**src/rtl/spi_regfile_pkg.sv**
```systemverilog
`default_nettype none
// ============================================================================
// Module   : spi_regfile_pkg
// Brief    : Shared types and helpers for the SPI register-file peripheral.
// Revision : 1.0 - initial release
// ============================================================================
package spi_regfile_pkg;

    typedef enum logic [1:0] {
        ST_IDLE = 2'd0,
        ST_HDR  = 2'd1,
        ST_DATA = 2'd2,
        ST_DONE = 2'd3
    } spi_state_e;

    localparam logic c_rw_write = 1'b1;
    localparam logic c_rw_read  = 1'b0;

    function automatic int frame_width(input int addr_w, input int data_w);
        return 1 + addr_w + data_w;
    endfunction

    function automatic int cnt_width(input int frame_w);
        return $clog2(frame_w + 1);
    endfunction

endpackage
`default_nettype wire

```
**src/rtl/spi_sync_edge.sv**
```systemverilog
`default_nettype none
// ============================================================================
// Module   : spi_sync_edge
// Brief    : Multi-stage synchroniser for one async input with registered
//            rise/fall pulses.
// Revision : 1.0 - initial release
// ============================================================================
module spi_sync_edge #(
    parameter int STAGES = 2
) (
    input  logic clk,
    input  logic reset,
    input  logic i_async,
    output logic o_rise,
    output logic o_fall
);

    logic [STAGES-1:0] r_sync;
    logic              r_prev;
    logic              w_sync;

    assign w_sync = r_sync[STAGES-1];

    // Chain resets low, so a fall can only follow a high level seen after reset.
    always_ff @(posedge clk or posedge reset) begin
        if (reset) begin
            r_sync <= '0;
            r_prev <= 1'b0;
            o_rise <= 1'b0;
            o_fall <= 1'b0;
        end else begin
            r_sync <= {r_sync[STAGES-2:0], i_async};
            r_prev <= w_sync;
            o_rise <= w_sync & ~r_prev;
            o_fall <= ~w_sync & r_prev;
        end
    end

endmodule
`default_nettype wire

```
**src/rtl/spi_regfile_peripheral.sv**
```systemverilog
`default_nettype none
// ============================================================================
// Module   : spi_regfile_peripheral
// Brief    : SPI mode-0 peripheral decoding write/read frames into a register
//            file. Readback on CIPO is enabled by defining SPI_READBACK_EN.
// Revision : 1.0 - initial release
// ============================================================================
module spi_regfile_peripheral
    import spi_regfile_pkg::*;
#(
    parameter int ADDR_W      = 7,
    parameter int DATA_W      = 8,
    parameter int NUM_REGS    = 5,
    parameter int SYNC_STAGES = 2
) (
    input  logic                         clk,
    input  logic                         reset,
    input  logic                         sclk,
    input  logic                         copi,
    input  logic                         ncs,
    output logic                         cipo,
    output logic                         cipo_oe,
    output logic [NUM_REGS*DATA_W-1:0]   regs_flat,
    output logic [NUM_REGS-1:0]          wr_strobe,
    output logic                         frame_err
);

    localparam int c_frame_w = frame_width(ADDR_W, DATA_W);
    localparam int c_cnt_w   = cnt_width(c_frame_w);
    // Only the wider of header and data ever needs to be held at once.
    localparam int c_sh_w    = (ADDR_W + 1 > DATA_W) ? ADDR_W + 1 : DATA_W;

    localparam logic [c_cnt_w-1:0] c_hdr_last = c_cnt_w'(ADDR_W);
    localparam logic [c_cnt_w-1:0] c_last     = c_cnt_w'(c_frame_w - 1);

    logic                    w_sclk_rise;
    logic                    w_sclk_fall;
    logic                    w_ncs_rise;
    logic                    w_ncs_fall;
    logic [SYNC_STAGES-1:0]  r_copi_sync;
    logic                    w_copi;

    spi_state_e              r_state;
    logic [c_cnt_w-1:0]      r_cnt;
    logic [c_sh_w-2:0]       r_shift;
    logic [c_sh_w-1:0]       w_shift_next;
    logic                    r_rw;
    logic [ADDR_W-1:0]       r_addr;
    logic [DATA_W-1:0]       r_regs [NUM_REGS];
    logic [NUM_REGS-1:0]     r_wr_strobe;
    logic                    r_frame_err;

    spi_sync_edge #(.STAGES(SYNC_STAGES)) u_sclk_sync (
        .clk     (clk),
        .reset   (reset),
        .i_async (sclk),
        .o_rise  (w_sclk_rise),
        .o_fall  (w_sclk_fall)
    );

    spi_sync_edge #(.STAGES(SYNC_STAGES)) u_ncs_sync (
        .clk     (clk),
        .reset   (reset),
        .i_async (ncs),
        .o_rise  (w_ncs_rise),
        .o_fall  (w_ncs_fall)
    );

    always_ff @(posedge clk or posedge reset) begin
        if (reset) begin
            r_copi_sync <= '0;
        end else begin
            r_copi_sync <= {r_copi_sync[SYNC_STAGES-2:0], copi};
        end
    end

    assign w_copi       = r_copi_sync[SYNC_STAGES-1];
    assign w_shift_next = {r_shift, w_copi};

`ifdef SPI_READBACK_EN
    logic [DATA_W-1:0] r_out;
    logic [DATA_W-1:0] w_rd_data;
    logic              r_cipo;
    logic              r_cipo_oe;

    // Out-of-range addresses match no register and read back as zero.
    always_comb begin
        w_rd_data = '0;
        for (int k = 0; k < NUM_REGS; k++) begin
            if (w_shift_next[ADDR_W-1:0] == ADDR_W'(k)) begin
                w_rd_data = r_regs[k];
            end
        end
    end

    assign cipo    = r_cipo;
    assign cipo_oe = r_cipo_oe;
`else
    assign cipo    = 1'b0;
    assign cipo_oe = 1'b0;
`endif

    always_ff @(posedge clk or posedge reset) begin
        if (reset) begin
            r_state     <= ST_IDLE;
            r_cnt       <= '0;
            r_shift     <= '0;
            r_rw        <= 1'b0;
            r_addr      <= '0;
            r_wr_strobe <= '0;
            r_frame_err <= 1'b0;
            for (int k = 0; k < NUM_REGS; k++) begin
                r_regs[k] <= '0;
            end
`ifdef SPI_READBACK_EN
            r_out       <= '0;
            r_cipo      <= 1'b0;
            r_cipo_oe   <= 1'b0;
`endif
        end else begin
            r_wr_strobe <= '0;
            r_frame_err <= 1'b0;
            case (r_state)
                ST_IDLE: begin
                    if (w_ncs_fall) begin
                        r_state <= ST_HDR;
                        r_cnt   <= '0;
                        r_shift <= '0;
                    end
                end
                ST_HDR, ST_DATA: begin
                    // nCS rising takes priority over a coincident final SCLK edge.
                    if (w_ncs_rise) begin
                        r_state     <= ST_IDLE;
                        r_frame_err <= (r_cnt != '0);
`ifdef SPI_READBACK_EN
                        r_cipo      <= 1'b0;
                        r_cipo_oe   <= 1'b0;
`endif
                    end else begin
                        if (w_sclk_rise) begin
                            r_shift <= w_shift_next[c_sh_w-2:0];
                            r_cnt   <= r_cnt + 1'b1;
                            if (r_state == ST_HDR && r_cnt == c_hdr_last) begin
                                r_state <= ST_DATA;
                                r_rw    <= w_shift_next[ADDR_W];
                                r_addr  <= w_shift_next[ADDR_W-1:0];
`ifdef SPI_READBACK_EN
                                if (w_shift_next[ADDR_W] == c_rw_read) begin
                                    r_out     <= w_rd_data;
                                    r_cipo_oe <= 1'b1;
                                end
`endif
                            end
                            if (r_state == ST_DATA && r_cnt == c_last) begin
                                r_state <= ST_DONE;
                                if (r_rw == c_rw_write) begin
                                    for (int k = 0; k < NUM_REGS; k++) begin
                                        if (r_addr == ADDR_W'(k)) begin
                                            r_regs[k]      <= w_shift_next[DATA_W-1:0];
                                            r_wr_strobe[k] <= 1'b1;
                                        end
                                    end
                                end
                            end
                        end
`ifdef SPI_READBACK_EN
                        if (w_sclk_fall && r_state == ST_DATA && r_cipo_oe) begin
                            r_cipo <= r_out[DATA_W-1];
                            r_out  <= r_out << 1;
                        end
`endif
                    end
                end
                ST_DONE: begin
                    if (w_ncs_rise) begin
                        r_state   <= ST_IDLE;
`ifdef SPI_READBACK_EN
                        r_cipo    <= 1'b0;
                        r_cipo_oe <= 1'b0;
`endif
                    end
                end
                default: r_state <= ST_IDLE;
            endcase
        end
    end

    generate
        for (genvar k = 0; k < NUM_REGS; k++) begin : g_flat
            assign regs_flat[k*DATA_W +: DATA_W] = r_regs[k];
        end
    endgenerate

    assign wr_strobe = r_wr_strobe;
    assign frame_err = r_frame_err;

endmodule
`default_nettype wire
```
**config.mk**
```make
export PLATFORM = sky130hd
export DESIGN_NAME = spi_regfile_peripheral
export DESIGN_NICKNAME = d
export VERILOG_FILES = /design/src/rtl/spi_regfile_pkg.sv /design/src/rtl/spi_sync_edge.sv /design/src/rtl/spi_regfile_peripheral.sv
export SDC_FILE = /design/constraint.sdc
export NUM_CORES = 1
export LEC_CHECK = 0
export ABC_AREA = 1
export CAP_MARGIN = 20
export CORE_ASPECT_RATIO = 0.75
export CORE_MARGIN = 2
export CORE_UTILIZATION = 50
export DETAILED_ROUTE_END_ITERATION = 8
export HOLD_SLACK_MARGIN = 0.15
export PLACE_DENSITY = 0.75
export SETUP_SLACK_MARGIN = 0.02
export SLEW_MARGIN = 30
export SYNTH_ARGS = -nofsm -noshare
export SYNTH_HDL_FRONTEND = slang
export SYNTH_SLANG_ARGS = --single-unit
```
**constraint.sdc**
```tcl
create_clock -name clk -period 5.1 [get_ports clk]
set_input_delay 0.765 -clock clk [delete_from_list [all_inputs] [get_ports clk]]
set_output_delay 0.765 -clock clk [all_outputs]
set_load 0.005 [all_outputs]
```
* After elaboration in Yosys (flattened, before gate mapping)
Index checks and enable logic that the tools add are counted.
** Operators by class
- Bitwise operators :: 7
- Reduce and logical (&&, ||, !) cells :: 15
- Add/subtract/negate cells :: 1
- Equal/unequal tests :: 15
- Muxes and demuxes :: 27
** Operators by type and width (count)
- $mux 5 :: 8
- $reduce_and 6->1 :: 5
- $mux 7 :: 3
- $eq 7x2->1 const B :: 2
- $pmux 7 s2 :: 1
- $mux 2 :: 6
- $reduce_and 4->1 :: 3
- $pmux 5 s2 :: 1
- $eq 7x1->1 const B :: 1
- $eq 7x3->1 const B :: 1
- $logic_not 7->1 :: 1
- $mux 1 :: 7
- $ne 2x1->1 const B :: 3
- $pmux 2 s3 :: 1
- $add 5x1->5 const B :: 1
- $eq 5x3->1 const B :: 1
- $eq 5x4->1 const B :: 1
- $reduce_bool 5->1 :: 1
- $eq 2x2->1 const B :: 2
- $ne 4x3->1 const B :: 1
- $not 1->1 :: 4
- $and 1x1->1 :: 3
- $ne 3x1->1 const B :: 1
- $eq 2x1->1 const B :: 1
- other kinds (5) :: 6
** Storage, ports and cells
- Word-level logic and storage cells :: 85
- Flip-flop bits (word level) :: 79
- Output and inout bits :: 48
- Bits of input ports :: 5

* Longest topological paths before layout
- Depth in word-level cells :: 7
- Depth in mapped cells :: 11
- Gate-level depth less buffers :: 11

* Cells and area by module
Synthesis repeated with hierarchy kept, for this count alone.
** Unflattened totals
- Cells, all modules :: 352
- Area total of the unflattened synthesis :: 3477.1 um^2
** By module, submodules not included
- spi_regfile_peripheral :: area each 3189.3 um^2, times used 1, cells an instance 332, seq. area each 1751.7 um^2
- spi_sync_edge :: area each 143.9 um^2, times used 2, cells an instance 10, seq. area each 125.1 um^2

* Worst setup path before layout
No wires, ideal clock.
- Path kind :: flip-flop to flip-flop
- Start :: register r_cnt[0]
- End :: register r_regs (netlist bit regs_flat[0])
- Period minus slack after synthesis :: 1679 ps
- Path buffers :: 0
- Setup slack :: 3421 ps
- Arrival time :: 1562 ps
- Setup time :: 117 ps
- Required time :: 4983 ps
- Cell stages (with the launch flop) :: 12
- Cells stage by stage :: dfrtp_1 -> ha_1 -> nand2_1 -> nor2_1 -> ha_1 -> nand2_1 -> inv_1 -> nand3_2 -> inv_2 -> nand3_2 -> nand2_1 -> nand2_1
** On the way
- Word-level cells in the longest chain between the ends :: 3
** Ends and longest elaborated chain
- from (decl) :: RTL line spi_regfile_peripheral.sv:44 : logic [c_cnt_w-1:0] r_cnt;
- from (signal assigned) :: RTL line spi_regfile_peripheral.sv:143 : r_cnt <= r_cnt + 1'b1;
- $eq 5x4->1 :: RTL line spi_regfile_peripheral.sv:155 : if (r_state == ST_DATA && r_cnt == c_last) begin
- $logic_and 1x1->1 :: RTL line spi_regfile_peripheral.sv:155
- $reduce_and 6->1 (no line)
- to (signal, indexed assignment) :: RTL line spi_regfile_peripheral.sv:160 : r_regs[k] <= w_shift_next[DATA_W-1:0];
- to (decl) :: RTL line spi_regfile_peripheral.sv:49 : logic [DATA_W-1:0] r_regs [NUM_REGS];
No other way between the ends.
A chain may end at the register's enable or synchronous reset.

* Worst setup path in the final report
- Start :: register r_state[0]
- End :: register r_shift[2]
** On the way
- Word-level cells in the longest chain between the ends :: 4
- Elaborated cells between the ends (all ways) :: 10
- Classes of those cells :: 5 x eq/ne; 1 x mux; 4 x reduce/logical
** Ends and longest elaborated chain
- from (decl) :: RTL line spi_regfile_peripheral.sv:43 : spi_state_e r_state;
- from (signal assigned) :: RTL line spi_regfile_peripheral.sv:105 : r_state <= ST_IDLE;
- from (signal assigned) :: RTL line spi_regfile_peripheral.sv:126 : r_state <= ST_HDR;
- from (signal assigned) :: RTL line spi_regfile_peripheral.sv:134 : r_state <= ST_IDLE;
- $eq 2x1->1 or $eq 2x2->1 (tied branches) :: RTL line spi_regfile_peripheral.sv:123 : case (r_state)
- $reduce_or 2->1 :: RTL line spi_regfile_peripheral.sv:123
- $ne 2x2->1 (no line), or another cell as far along
- $reduce_and 4->1 (no line)
- to (signal assigned) :: RTL line spi_regfile_peripheral.sv:142 : r_shift <= w_shift_next[c_sh_w-2:0];
- to (decl) :: RTL line spi_regfile_peripheral.sv:45 : logic [c_sh_w-2:0] r_shift;
Parallel ways exist; a longest one is shown, timed or not.

==> metrics.txt <==
vias per cell 5.02; CP startpoint kind register; Sw Ratio 0.312; CTS resizes 0; slowest cell on the critical path ha_1; clock sink count approximately 80; Worst path max stage delay about 0.65 ns; warnings from Yosys 0; placed cell count about 500; port bufs 50; gr usage total 0.195; final setup TNS 0 ns; Hold Path End u_ncs_sync.r_sync[1]; post-DR wirelength/cell 13.7 µm; CP arrival between 2 and 3 ns; fin crit share 0.452; DR pass1 iterations 5; CTS buffer count 9; drc violations 0; VDD IR max ~0.20 mV; relative slew slack 0.470; clock root buffer clkbuf_8; Reg2Reg Depth 6; RSZ-0062 raised after global routing no; Synth cell types 27; Hold WS roughly 0.35 ns; H-tree Lvls 3; fmax 434 MHz; CP max FO 21; clock share of power 0.339; share of layout cells above drive strength 1 0.0995; Power Dens Cells between 300 and 400 mW/mm²; hold_sp u_ncs_sync.r_sync[0]; Syn Inst Count 370; GPL Wtd Cong 0.802; reg2reg end r_shift[2]; register area share after synthesis 0.575; clk_lat worst skew about 0.36 ns; die width roughly 100 µm; Util after Layout 0.619; placed inst area between 0.003 and 0.004 mm²; final instance area about 0.0042 mm²; sw power around 470 µW; Max clock buf depth 2; clk_skew 0.00811 ns; Synth top area share 0.575; row cnt 26; WHS Path Cells 0; Die ar. 0.00757 mm²; final setup fails 0; crit path capture type register; vias around 2,500; top cell type by total area after synthesis dfrtp_1; internal reg-to-reg setup slack around 2.8 ns; Synth Register Bits 79; outcome finished, final reports clean; total of max-cap violations 0; synthesized cell area roughly 0.0034 mm²; Slew Viols, Final 0; setup bufs post-CTS 0; DRT antenna net count 0; Crit path max-delay family simple AND/OR/NAND/NOR gates; worst r2r src r_state[0]; first-pass GRT wire length between 10,000 and 15,000 µm; Buf+Inv Stages, Crit Path 1; clk slew on worst S/H paths about 0.080 ns; CP Cell Sequence inv_1, ha_1, nor2_1, nor2_1, nand3_1, o21ai_0; Boundary Pins 53; Comb pwr share 0.175; worst-margin pin slew about 0.79 ns; post-DP HPWL 4700 µm; total wire length approximately 6900 µm; # nets final ~430; Die Span Y 75.8 µm; hold_buf cts 0; Core ar. roughly 0.0067 mm²; DRT iter0 DRCs 128; Int Pwr ~1 mW; Hold Fails Final Rpt 0; CP Data Required Time ~5.4 ns; min Tclk post-route 2.31 ns; GR Overflow Total 0; Ant. Diodes 0; largest net degree at the start of global routing just over 40; CTS tree done; Starting Density 0.511; Mean Syn Cell Area just over 9 µm²; critical path's most frequent cell nor2_1; vias in the first global route between 2,000 and 2,500; sequential share of power 0.486; Finished Layout Cells just over 500; Hold Crit Class register to register; ranking of synthesized cells by area dfrtp_1 (57%), nand2_1 (14%), nand3_1 (5.5%); initial antenna violation count 0; pre-CTS WS approximately 2.7 ns; Pwr Total ~1.5 mW; Worst Setup Slack, final approximately 2.8 ns; WS Path Type register to register; Area growth syn-to-layout 21.2%; Pleak 2.12 nW
-- area by class of cell --
class	count	area, µm²
multi-input cells	238	1210
clock inverters	5	81.3
fillers	569	2560
flip-flops and latches	79	1980
clock buffers	11	141
inverters	38	143
well taps	84	105
repair buffers	51	508
-- state kept, by name (all words and copies together), names as in the netlist --
signal / flops
u_sclk_sync.r_prev: 1
u_sclk_sync.r_sync: 2
frame_err: 1
r_rw: 1
wr_strobe: 5
r_copi_sync: 2
r_shift: 7
u_ncs_sync.r_sync: 2
u_ncs_sync.o_rise: 1
u_ncs_sync.o_fall: 1
regs_flat: 40
u_sclk_sync.o_rise: 1
r_state: 2
r_addr: 7
r_cnt: 5
u_ncs_sync.r_prev: 1
-- worst reg2reg max path, delay by kind of cell, from the launching register on --
kind	cells	cell delay, ns
AND/OR/NAND/NOR	3	0.70
adder cells (fa/ha/maj)	1	0.65
flip-flops	1	0.41
AO/OA/AOI/OAI	1	0.37
buffers and inverters	1	0.09
-- power by group through the flow --
stage	clock network, mW	logic, mW	registers [mW]
final	0.507	0.262	0.728
after detailed placement	0	0.262	0.739
after global placement	0	0.252	0.738
after global routing	0.545	0.305	0.735
after floorplan	0	0.250	0.696
after CTS	0.518	0.264	0.726
-- worst max-delay path by stage --
stage | depth (start not counted) | endpoint | slack, ns | start
2_1_floorplan | 1 | frame_err | 2.31 | reset
3_3_place_gp | 3 | frame_err | 2.76 | reset
3_5_place_dp | 3 | frame_err | 2.74 | reset
4_1_cts | 6 | r_shift[2] | 2.79 | r_state[0]
5_1_grt | 6 | r_shift[2] | 2.55 | r_state[1]
6_report | 6 | r_shift[2] | 2.79 | r_state[0]
-- Yosys cell counts --
| cell type | n |
|---|---|
| buf_4 | 3 |
| clkbuf_2 | 6 |
| nand3_2 | 2 |
| nand2_2 | 3 |
| nand2_4 | 1 |
| nand4_2 | 1 |
| buf_6 | 4 |
| nand3b_4 | 1 |
| conb_1 | 1 |
| o21ai_2 | 8 |
| inv_1 | 37 |
| nor2_4 | 7 |
| inv_2 | 1 |
| nand3_4 | 1 |
| dfrtp_1 | 79 |
| o21ai_0 | 12 |
| xor2_1 | 1 |
| o22ai_1 | 1 |
| buf_2 | 1 |
| ha_1 | 7 |
| nand2_1 | 128 |
| a41oi_1 | 1 |
| nand3b_1 | 1 |
| nor2_1 | 14 |
| clkbuf_1 | 2 |
| nand4_1 | 9 |
| nand3_1 | 38 |
-- logic make-up (layout without fill, tap and decap cells) --
| family | Yosys count | after routing | share of synthesized area |
|---|---|---|---|
| AND/OR/NAND/NOR | 206 | 206 | 0.281 |
| other | 1 | 2 | 0.00109 |
| XOR/XNOR | 1 | 1 | 0.00255 |
| adder cells (fa/ha/maj) | 7 | 7 | 0.0255 |
| buffers and inverters | 54 | 105 | 0.0735 |
| AO/OA/AOI/OAI | 22 | 22 | 0.0422 |
| flip-flops | 79 | 79 | 0.575 |
-- routing by layer --
| layer | up-vias | share of wire | track usage | wire length (µm) |
|---|---|---|---|---|
| li1 | 1255 | - | - | - |
| met1 | 1211 | 0.48 | 0.274 | 3330 |
| met2 | 66 | 0.44 | 0.291 | 3060 |
| met3 | 8 | 0.062 | 0.0633 | 428 |
| met5 | - | 0 | 0 | 0 |
| met4 | 0 | 0.016 | 0.0685 | 110 |
-- placed cells by master, fill, tap and decap left out, drive strengths merged --
cell type | netlist | layout
a41oi | 1 | 1
inv | 38 | 38
xor2 | 1 | 1
clkinvlp | 0 | 1
nand4 | 10 | 10
o21ai | 20 | 20
buf | 8 | 1
dfrtp | 79 | 79
nor2 | 21 | 21
nand3b | 2 | 2
clkdlybuf4s50 | 0 | 50
nand3 | 41 | 41
conb | 1 | 2
o22ai | 1 | 1
bufinv | 0 | 2
nand2 | 132 | 132
clkbuf | 8 | 11
ha | 7 | 7
clkinv | 0 | 2
Power figures use the tool's default switching activity.
